===== config.mk =====
export PLATFORM = sky130hd
export DESIGN_NAME = pps_filt_seq
export DESIGN_NICKNAME = d
export VERILOG_FILES = /design/src/rtl/pps_filt_pkg.sv /design/src/rtl/pps_sat_round.sv /design/src/rtl/pps_filt_seq.sv
export SDC_FILE = /design/constraint.sdc
export NUM_CORES = 2
export LEC_CHECK = 0
export ABC_AREA = 1
export CORE_MARGIN = 5
export CORE_UTILIZATION = 30
export CTS_BUF_LIST = sky130_fd_sc_hd__clkbuf_2
export DETAILED_ROUTE_END_ITERATION = 8
export REMOVE_ABC_BUFFERS = 1
export SLEW_MARGIN = 20
export SYNTH_ARGS = -nofsm -noshare
export SYNTH_HDL_FRONTEND = slang
export SYNTH_SLANG_ARGS = --single-unit

===== constraint.sdc =====
create_clock -name sys_clk -period 8.05 [get_ports sys_clk]
set_input_delay 1.61 -clock sys_clk [delete_from_list [all_inputs] [get_ports sys_clk]]
set_output_delay 1.61 -clock sys_clk [all_outputs]
set_load 0.01 [all_outputs]

===== src/rtl/pps_filt_pkg.sv =====
// Shared definitions for the serial pulse-shaping FIR (pps_filt_seq).
// Holds the FSM state encoding, the default tap table and the
// rounding/saturation width helpers used by pps_sat_round.
package pps_filt_pkg;

   localparam int NTAPS_DEF    = 21;
   localparam int DW_DEF       = 18;
   localparam int CW_DEF       = 18;

   // Default taps are 1s17 words stored from the centre tap outward, so any
   // odd filter length up to 2*COEF_TAB_LEN-1 takes the innermost entries.
   localparam int COEF_TAB_W   = 18;
   localparam int COEF_TAB_LEN = 11;

   typedef enum logic [1:0] {
      ST_IDLE  = 2'd0,
      ST_MAC   = 2'd1,
      ST_ROUND = 2'd2
   } pps_state_t;

   localparam logic [COEF_TAB_W-1:0] COEF_TAB [COEF_TAB_LEN] = '{
      18'h1FFFF,   // centre, ~1.0
      18'h10000,   //  0.5
      18'h04000,   //  0.125
      18'h3E800,   // -0.046875
      18'h3F000,   // -0.03125
      18'h00400,
      18'h00800,
      18'h3FE00,
      18'h3FF00,
      18'h00080,
      18'h00040
   };

   // Default tap at distance idx from the centre; zero beyond the table.
   function automatic logic [COEF_TAB_W-1:0] coef_tab(input int idx);
      if (idx < 0 || idx >= COEF_TAB_LEN) return '0;
      return COEF_TAB[idx];
   endfunction

   // Coefficients are 1s(CW-1): the product carries CW-1 fraction bits to drop.
   function automatic int rnd_shift(input int cw);
      return cw - 1;
   endfunction

   // Half an output LSB, for round-half-up before the shift.
   function automatic int rnd_bias_pos(input int cw);
      return cw - 2;
   endfunction

endpackage


===== src/rtl/pps_sat_round.sv =====
// Accumulator to DW-bit output: round half up, drop the coefficient
// fraction bits, then clamp to the signed DW-bit range.
module pps_sat_round
   import pps_filt_pkg::*;
#(
   parameter int AW = 40,
   parameter int DW = 18,
   parameter int CW = 18
)(
   input  logic signed [AW-1:0] acc,
   output logic signed [DW-1:0] y_sat
);

   localparam int SW = AW + 1;
   localparam int SH = rnd_shift(CW);
   localparam logic signed [SW-1:0] BIAS  = SW'(1) <<< rnd_bias_pos(CW);
   localparam logic signed [SW-1:0] Y_MAX = (SW'(1) <<< (DW - 1)) - SW'(1);
   localparam logic signed [SW-1:0] Y_MIN = ~Y_MAX;

   logic signed [SW-1:0] biased;
   logic signed [SW-1:0] shifted;

   // Extra headroom bit keeps the bias add from wrapping at full scale.
   always_comb begin
      biased  = SW'(acc) + BIAS;
      shifted = biased >>> SH;
      if (shifted > Y_MAX)      y_sat = Y_MAX[DW-1:0];
      else if (shifted < Y_MIN) y_sat = Y_MIN[DW-1:0];
      else                      y_sat = shifted[DW-1:0];
   end

endmodule


===== src/rtl/pps_filt_seq.sv =====
// Serial symmetric pulse-shaping FIR: one output per sample strobe, using a
// single multiplier over M=(NTAPS+1)/2 folded taps.
// Build option PPS_COEF_LOAD_EN: coefficients live in M writable registers
// behind coef_wr_en/coef_addr/coef_data/coef_ready; without it they are
// constants taken from pps_filt_pkg.
//
//   state    | meaning
//   ---------+----------------------------------------------------------
//   ST_IDLE  | waiting for sam_clk_en; coefficient writes allowed
//   ST_MAC   | M cycles, one folded tap multiplied per cycle
//   ST_ROUND | last product folded into acc; y registers next cycle
//
// Products are registered before accumulation, so y lands M+2 cycles
// after the accepted strobe.
module pps_filt_seq
   import pps_filt_pkg::*;
#(
   parameter int NTAPS = NTAPS_DEF,
   parameter int DW    = DW_DEF,
   parameter int CW    = CW_DEF
)(
   input  logic                              sys_clk,
   input  logic                              reset_n,
   input  logic                              sam_clk_en,
   input  logic signed [DW-1:0]              x_in,
`ifdef PPS_COEF_LOAD_EN
   input  logic                              coef_wr_en,
   input  logic [$clog2((NTAPS+1)/2)-1:0]    coef_addr,
   input  logic signed [CW-1:0]              coef_data,
   output logic                              coef_ready,
`endif
   output logic signed [DW-1:0]              y,
   output logic                              y_valid,
   output logic                              busy,
   output logic                              overrun
);

   localparam int M   = (NTAPS + 1) / 2;
   localparam int MW  = $clog2(M);
   localparam int PW  = DW + 1;
   localparam int MPW = DW + CW + 1;
   localparam int AW  = MPW + $clog2(M);

   pps_state_t               state;
   logic [MW-1:0]            cnt;
   logic signed [DW-1:0]     d [NTAPS];
   logic signed [AW-1:0]     acc;
   logic signed [MPW-1:0]    prod;
   logic                     rnd_pend;

   logic signed [CW-1:0]     coef [M];
   logic [MW-1:0]            tap;
   logic signed [PW-1:0]     pre;
   logic signed [CW-1:0]     c_sel;
   logic signed [MPW-1:0]    mul;
   logic signed [DW-1:0]     y_rnd;

   // Table words are 1s17; rescale to the CW-bit coefficient format.
   function automatic logic signed [CW-1:0] coef_init(input int k);
      logic [COEF_TAB_W-1:0]    t;
      logic [CW+COEF_TAB_W-1:0] ext;
      t   = coef_tab(M - 1 - k);
      ext = {t, {CW{1'b0}}};
      return ext[CW+COEF_TAB_W-1 -: CW];
   endfunction

`ifdef PPS_COEF_LOAD_EN
   logic coef_wr_ok;

   assign coef_ready = (state == ST_IDLE);
   assign coef_wr_ok = coef_wr_en && coef_ready && (32'(coef_addr) < M);

   // Coefficient registers; a write alongside a strobe is seen by that sample.
   always_ff @(posedge sys_clk or negedge reset_n) begin
      if (!reset_n) begin
         for (int i = 0; i < M; i++) coef[i] <= coef_init(i);
      end else if (coef_wr_ok) begin
         coef[coef_addr] <= coef_data;
      end
   end
`else
   for (genvar g = 0; g < M; g++) begin : g_coef
      assign coef[g] = coef_init(g);
   end
`endif

   assign busy = (state != ST_IDLE);

   // Folded pre-add and coefficient select for the tap the down-counter points at.
   always_comb begin
      tap   = MW'(M - 1) - cnt;
      pre   = '0;
      c_sel = '0;
      for (int i = 0; i < M; i++) begin
         if (tap == MW'(i)) begin
            c_sel = coef[i];
            if (i == M - 1)
               pre = {d[i][DW-1], d[i]};
            else
               pre = {d[i][DW-1], d[i]} + {d[NTAPS-1-i][DW-1], d[NTAPS-1-i]};
         end
      end
   end

   assign mul = MPW'(pre) * MPW'(c_sel);

   pps_sat_round #(
      .AW (AW),
      .DW (DW),
      .CW (CW)
   ) u_sat_round (
      .acc   (acc),
      .y_sat (y_rnd)
   );

   // Sequencer: delay-line shift, MAC pipeline, output register and overrun flag.
   always_ff @(posedge sys_clk or negedge reset_n) begin
      if (!reset_n) begin
         state    <= ST_IDLE;
         cnt      <= '0;
         acc      <= '0;
         prod     <= '0;
         rnd_pend <= 1'b0;
         y        <= '0;
         y_valid  <= 1'b0;
         overrun  <= 1'b0;
         for (int i = 0; i < NTAPS; i++) d[i] <= '0;
      end else begin
         y_valid  <= 1'b0;
         rnd_pend <= 1'b0;
         if (rnd_pend) begin
            y       <= y_rnd;
            y_valid <= 1'b1;
         end
         if (sam_clk_en && state != ST_IDLE) overrun <= 1'b1;

         case (state)
            ST_IDLE: begin
               if (sam_clk_en) begin
                  d[0] <= x_in;
                  for (int i = 1; i < NTAPS; i++) d[i] <= d[i-1];
                  acc   <= '0;
                  prod  <= '0;
                  cnt   <= MW'(M - 1);
                  state <= ST_MAC;
               end
            end
            ST_MAC: begin
               prod <= mul;
               acc  <= acc + AW'(prod);
               if (cnt == '0) state <= ST_ROUND;
               else           cnt   <= cnt - 1'b1;
            end
            ST_ROUND: begin
               acc      <= acc + AW'(prod);
               rnd_pend <= 1'b1;
               state    <= ST_IDLE;
            end
            default: state <= ST_IDLE;
         endcase
      end
   end

endmodule

After elaboration in Yosys (flattened, before gate mapping)
Index checks and enable logic that the tools add are counted.
{"block": "totals", "ff_bits": 483, "input_bits": 21, "output_inout_bits": 21, "wordCells": 110}
{"block": "classes", "add_sub_neg": 14, "n_mul": 1, "magnitude_cmp": 2, "n_eq_ne": 15, "mux": 36, "reduce_logical": 13}
{"cell": "two-way mux 18 bit", "n": 12}
{"cell": "two-way mux 19 bit", "n": 11}
{"cell": "adder 18 x 18 -> 19 bit", "n": 10}
{"cell": "case mux 41 bit (2 select lines)", "n": 1}
{"cell": "case mux 37 bit (2 select lines)", "n": 1}
{"cell": "adder 41 x 18 -> 42 bit, second input constant", "n": 1}
{"cell": "adder 41 x 37 -> 41 bit", "n": 1}
{"cell": "two-way mux 41 bit", "n": 1}
{"cell": "multiplier 19 x 18 -> 37 bit", "n": 1}
{"cell": "two-way mux 37 bit", "n": 1}
{"cell": "> comparator 25 x 18 -> 1 bit, second input constant", "n": 1}
{"cell": "less-than comparator 25 x 18 -> 1 bit, second input constant", "n": 1}
{"cell": "== test 4 x 3 -> 1 bit, second input constant", "n": 4}
{"cell": "== test 4 bit, second input constant", "n": 3}
{"cell": "== test 4 x 2 -> 1 bit, second input constant", "n": 2}
{"cell": "zero test 4 bit", "n": 2}
{"cell": "two-way mux 4 bit", "n": 2}
{"cell": "case mux 4 bit (2 select lines)", "n": 1}
{"cell": "AND reduction 2 bit", "n": 4}
{"cell": "two-way mux 7 bit", "n": 1}
{"cell": "inequality test 2 bit, second input constant", "n": 3}
{"cell": "nonzero test 2 bit", "n": 3}
{"cell": "== test 4 x 1 -> 1 bit, second input constant", "n": 1}
{"cell": "two-way mux 2 bit", "n": 2}
{"cell": "10 further kinds", "n": 11}

Longest topological paths before layout
{"block": "depth", "word_depth": 15, "depth_mapped": 52, "mapped_depth_nobuf": 52}

Modules after synthesis
A second synthesis with hierarchy kept.
{"block": "hier_totals", "cells_unflattened": 5443, "hier_area_um2": 42493.3}
{"module": "pps_filt_seq", "instances": 1, "cells_per_inst": 5265, "area_each_um2": 41573.6, "seq_area_each_um2": 12086.6}
{"module": "pps_sat_round", "instances": 1, "cells_per_inst": 178, "area_each_um2": 919.6, "seq_area_each_um2": 0.0}

Least setup slack after synthesis
No wires, ideal clock.
{"block": "synth_timing", "path_kind": "register -> register", "startpoint": "register d[144] (netlist name)", "endpoint": "register prod[35]", "setup_time_ns": 0.123, "arrival_ns": 7.859, "t_required_ns": 7.927, "setup_slack_ns": 0.068, "path_stages_with_launch": 41, "n_path_buf": 0, "period_less_slack_ns": 7.982, "path_cell_list": "dfrtp_1 > ha_1 > fa_1 > nand3_1 > nand3_1 > a21oi_1 > nor2_1 > o21ai_0 > nand2_1 > nand2_1 > nand2_1 > nand2_1 > nand2_1 > a21boi_0 > o21bai_1 > nand2_1 > nand2_1 > nand2_1 > [5 not listed] > fa_1 > inv_1 > fa_1 > inv_1 > fa_1 > fa_1 > inv_1 > fa_1 > inv_1 > ha_1 > nand2_1 > nor3_1 > nor3b_1 > nand3_1 > o21ai_0 > a21oi_1 > o21ai_0 > nand2_1"}
{"block": "synth_between", "elab_chain_cells": 6}
{"element": "from (decl)", "line_no": "pps_filt_seq.sv:46", "source": "logic signed [DW-1:0] d [NTAPS];"}
{"element": "adder 18 x 18 -> 19 bit", "line_no": "pps_filt_seq.sv:100", "source": "pre = {d[i][DW-1], d[i]} + {d[NTAPS-1-i][DW-1], d[NTAPS-1-i]};"}
{"element": "two-way mux 19 bit (3 in series)", "line_no": "pps_filt_seq.sv:95", "source": "if (tap == MW'(i)) begin"}
{"element": "multiplier 19 x 18 -> 37 bit", "line_no": "pps_filt_seq.sv:105", "source": "assign mul = MPW'(pre) * MPW'(c_sel);"}
{"element": "case mux 37 bit (2 select lines)", "line_no": "pps_filt_seq.sv:137", "source": "case (state)"}
{"element": "to (signal assigned)", "line_no": "pps_filt_seq.sv:149", "source": "prod <= mul;"}
{"element": "to (decl)", "line_no": "pps_filt_seq.sv:48", "source": "logic signed [MPW-1:0] prod;"}
Every way passes these cells.
A chain may end at the register's enable or synchronous reset.

Final worst setup path
{"block": "layout_timing", "startpoint": "register d[0] (netlist name)", "endpoint": "register prod[35]"}
{"block": "layout_between", "elab_chain_cells": 14}
{"element": "adder 18 x 18 -> 19 bit", "line_no": "pps_filt_seq.sv:100"}
{"element": "two-way mux 19 bit (11 in series)", "line_no": "pps_filt_seq.sv:95"}
{"element": "multiplier 19 x 18 -> 37 bit", "line_no": "pps_filt_seq.sv:105"}
{"element": "case mux 37 bit (2 select lines)", "line_no": "pps_filt_seq.sv:137"}
Every way passes these cells.

==> flow_metrics.tcl <==
set metrics [dict create \
    share_of_final_layout_standard_cells_stronger_than_drive_strength_1_pct 23.9 \
    timing.final.hold_violations 0 \
    drv_cap 0 \
    crit_path_max_delay_cell_type "sky130_fd_sc_hd__fa_2" \
    area_of_the_multi_input_gates_sq_um 28000 \
    rsz0062_at_grt "yes" \
    wl_per_cell_um 15.9 \
    pin_count_of_the_biggest_net_entering_global_routing 161 \
    run_status "complete, no violations" \
    portion_of_the_post_synthesis_area_used_by_sequential_elements_pct 28.9 \
    clk_path_buf_depth 3 \
    worst_setup_path_start_kind "flip-flop" \
    r2r.worst_path.cells 42 \
    synth_enable_flop_cells 0 \
    fin_crit_ns 8.05 \
    cts-htree-levels 4 \
    die_height_um 383 \
    finalClockSkew_ns 0.125 \
    post_synth_num_cell_types 60 \
    finalInstanceArea_sq_um 53700 \
    critPathCaptureType "flip-flop" \
    layout.filler_cells 14300 \
    drt_first_iter_violations 2807 \
    setup_slack_ns 0.000647 \
    io-pin-count 42 \
    area.growth.synth_to_final_pct 28.5 \
    grt_usage_pct 17.6 \
    grt_antenna_before_repair 2 \
    detailedPlace.worstSlack_ns -0.672 \
    min_period_over_period_pct 100 \
    cts_tree "built" \
    final_design_utilization_pct 38.7 \
    share_of_synthesized_registers_carrying_an_async_set_or_reset_pct 100 \
    worst_setup_hold_path_clk_slew_ns 0.09 \
    area.sequential_sq_um 12100 \
    drtPass1Iterations 8 \
    post_synth.cell_area_avg_sq_um 7.76 \
    netlist_area_sq_um 41800 \
    timing.max_slew.rel_slack_pct 32.2 \
    cts_root_buf "sky130_fd_sc_hd__clkbuf_2" \
    final_cell_mix "1143 x sky130_fd_sc_hd__nand2_1, 894 x sky130_fd_sc_hd__inv_1, 718 x sky130_fd_sc_hd__buf_4" \
    r2r_end "prod[35]" \
    min_delay_worst_endpoint "overrun" \
    r2r_setup_slack_ns 0.0006 \
    gr-total-overflow 0 \
    cpPeakStageDelay_ns 0.62 \
    cells_after_synthesis 5391 \
    holdPathStages 1 \
    dominantRegCellSynth "sky130_fd_sc_hd__dfrtp_1" \
    numPlacedInstances 7872 \
    post-dp-hpwl_um 102000 \
    portBuffers 41 \
    synth-seq-cells 483 \
    floorplan.die.width_um 383 \
    worst-path-max-fanout 5 \
    max_freq_ghz 0.124 \
    instance_area_at_placement_sq_um 49500 \
    floorplan.die_area_sq_um 147000 \
    critical_path.most_common_cell "sky130_fd_sc_hd__nand2_1" \
    place.gp.congestion 0.926 \
    vias 38400 \
    timing.rr.start "d[0]" \
    net_count_reported_at_finish 6868 \
    min_delay_worst_type "reg2reg" \
    grt_pass1_wl_um 208000 \
    fp.coreArea_sq_um 139000 \
    timing.final.max_slew_violations 0 \
    critical_path_arrival_ns 9.31 \
    timing.hold.worst.start "overrun" \
    layout.cells.non_filler 8172 \
    worstMarginPinSlew_ns 1.02 \
    vias_per_cell 4.70 \
    criticalPathCategory "reg2reg" \
    cp.required_ns 9.31 \
    ant_nets 0 \
    setup-violations-final 0 \
    initial_core_util_pct 30.1 \
    route.detailed.drc 0 \
    placementRows 137 \
    tritoncts_num_sinks 483 \
    wl_um 130000 \
    insertion_delay_ns 1.47 \
    first_global_vias 38500 \
    final_common_cell "sky130_fd_sc_hd__nand2_1" \
    cts-buffers-inserted 140 \
    synthesis.yosys.warnings 0 \
]
-- sequential cells by signal, summed over array words and instances (netlist names) --
name and flops:
acc 41, cnt 4, d 378, overrun 1, prod 37, rnd_pend 1, state 2, y 18
y_valid 1
-- repair_timing --
item | in CTS | in global routing
endpoints found under the hold margin | 56 | 0
hold buffers | 1 | 0
setup buffers | 16 | 46
resized for setup | 284 | 377
setup endpoints to repair | 20 | 20
pin swaps | 123 | 237
-- metrics by stage --
stage / hold slack (ns) / setup TNS (ns)
global placement: 0.439 / -6.56
detailed placement: 0.453 / -8.36
finish: 0.465 / 0
CTS: 0.434 / -0.219
floorplan: 0.453 / -1803.49
global route: 0.492 / -3.33
-- layer usage --
metal | wire, um | up-vias | global-route usage, %
met5 | 13 | - | 0
met4 | 3150 | 2 | 5.18
met3 | 6820 | 196 | 2.40
met2 | 57700 | 931 | 27.4
met1 | 62600 | 18300 | 25.4
li1 | - | 19000 | -
-- how the worst max path moves through the flow --
stage                           from  endpoint  slack (ns)  depth (start not counted)
after floorplan           sam_clk_en    cnt[3]       -9.22                          8
after global placement          d[0]  prod[35]       -0.58                         41
after detailed placement        d[0]  prod[35]       -0.67                         41
after CTS                     d[360]  prod[34]       -0.05                         45
after global routing            d[0]  prod[35]       -0.38                         42
final                           d[0]  prod[35]      0.0006                         42
-- cell type report --
class,instances,share of cell area (%)
Multi-Input combinational cell,3817,52.1
Sequential cell,483,22.5
Timing Repair Buffer,807,12.1
Inverter,949,6.66
Tap cell,1876,4.37
Clock buffer,199,1.85
Clock inverter,40,0.473
Antenna cell,1,0.00466
-- synthesized netlist by cell type (9+ instances only) --
library cell / count / share of area, %
sky130_fd_sc_hd__dfrtp_1: 483 / 29
sky130_fd_sc_hd__nor3_1: 37 / 0.44
sky130_fd_sc_hd__or2_2: 15 / 0.22
sky130_fd_sc_hd__nand4_1: 23 / 0.34
sky130_fd_sc_hd__nand2_1: 1246 / 11
sky130_fd_sc_hd__fa_1: 319 / 15
sky130_fd_sc_hd__o31ai_1: 18 / 0.32
sky130_fd_sc_hd__xnor2_1: 47 / 0.98
sky130_fd_sc_hd__a21oi_1: 427 / 5.1
sky130_fd_sc_hd__nor2_1: 276 / 2.5
sky130_fd_sc_hd__nand3_1: 171 / 2.0
sky130_fd_sc_hd__a21boi_0: 15 / 0.27
sky130_fd_sc_hd__o211ai_1: 21 / 0.38
sky130_fd_sc_hd__xor2_1: 77 / 1.6
sky130_fd_sc_hd__o21ai_0: 604 / 7.2
sky130_fd_sc_hd__ha_1: 330 / 9.9
sky130_fd_sc_hd__inv_1: 938 / 8.4
sky130_fd_sc_hd__a31oi_1: 21 / 0.31
sky130_fd_sc_hd__o21bai_1: 15 / 0.27
sky130_fd_sc_hd__a21o_1: 24 / 0.43
sky130_fd_sc_hd__o21a_1: 10 / 0.18
sky130_fd_sc_hd__clkbuf_1: 127 / 1.1
sky130_fd_sc_hd__o22ai_1: 15 / 0.22
sky130_fd_sc_hd__o21ai_1: 9 / 0.11
sky130_fd_sc_hd__a21oi_2: 10 / 0.21
-- logic make-up after synthesis --
kind of cell               Yosys count  synth area share (%)
buffers and inverters             1091                  9.87
and+or+nand+nor                   1808                  17.4
DFF                                483                  28.9
AOI/OAI and AO/OA                 1236                  16.0
adders and majority gates          649                  25.1
xor gates and xnor gates           124                  2.60
-- worst max-delay path, delay by kind of cell (launching register included) --
| kind | cells | cell delay (ns) |
|---|---|---|
| simple gates | 18 | 1.75 |
| fa+ha+maj | 9 | 4.08 |
| buf+inv | 7 | 0.56 |
| flops | 1 | 0.40 |
| compound gates | 8 | 1.09 |
Power is not shown: default switching activity piles up to over one toggle a cycle in this logic, so the estimate is an artifact.
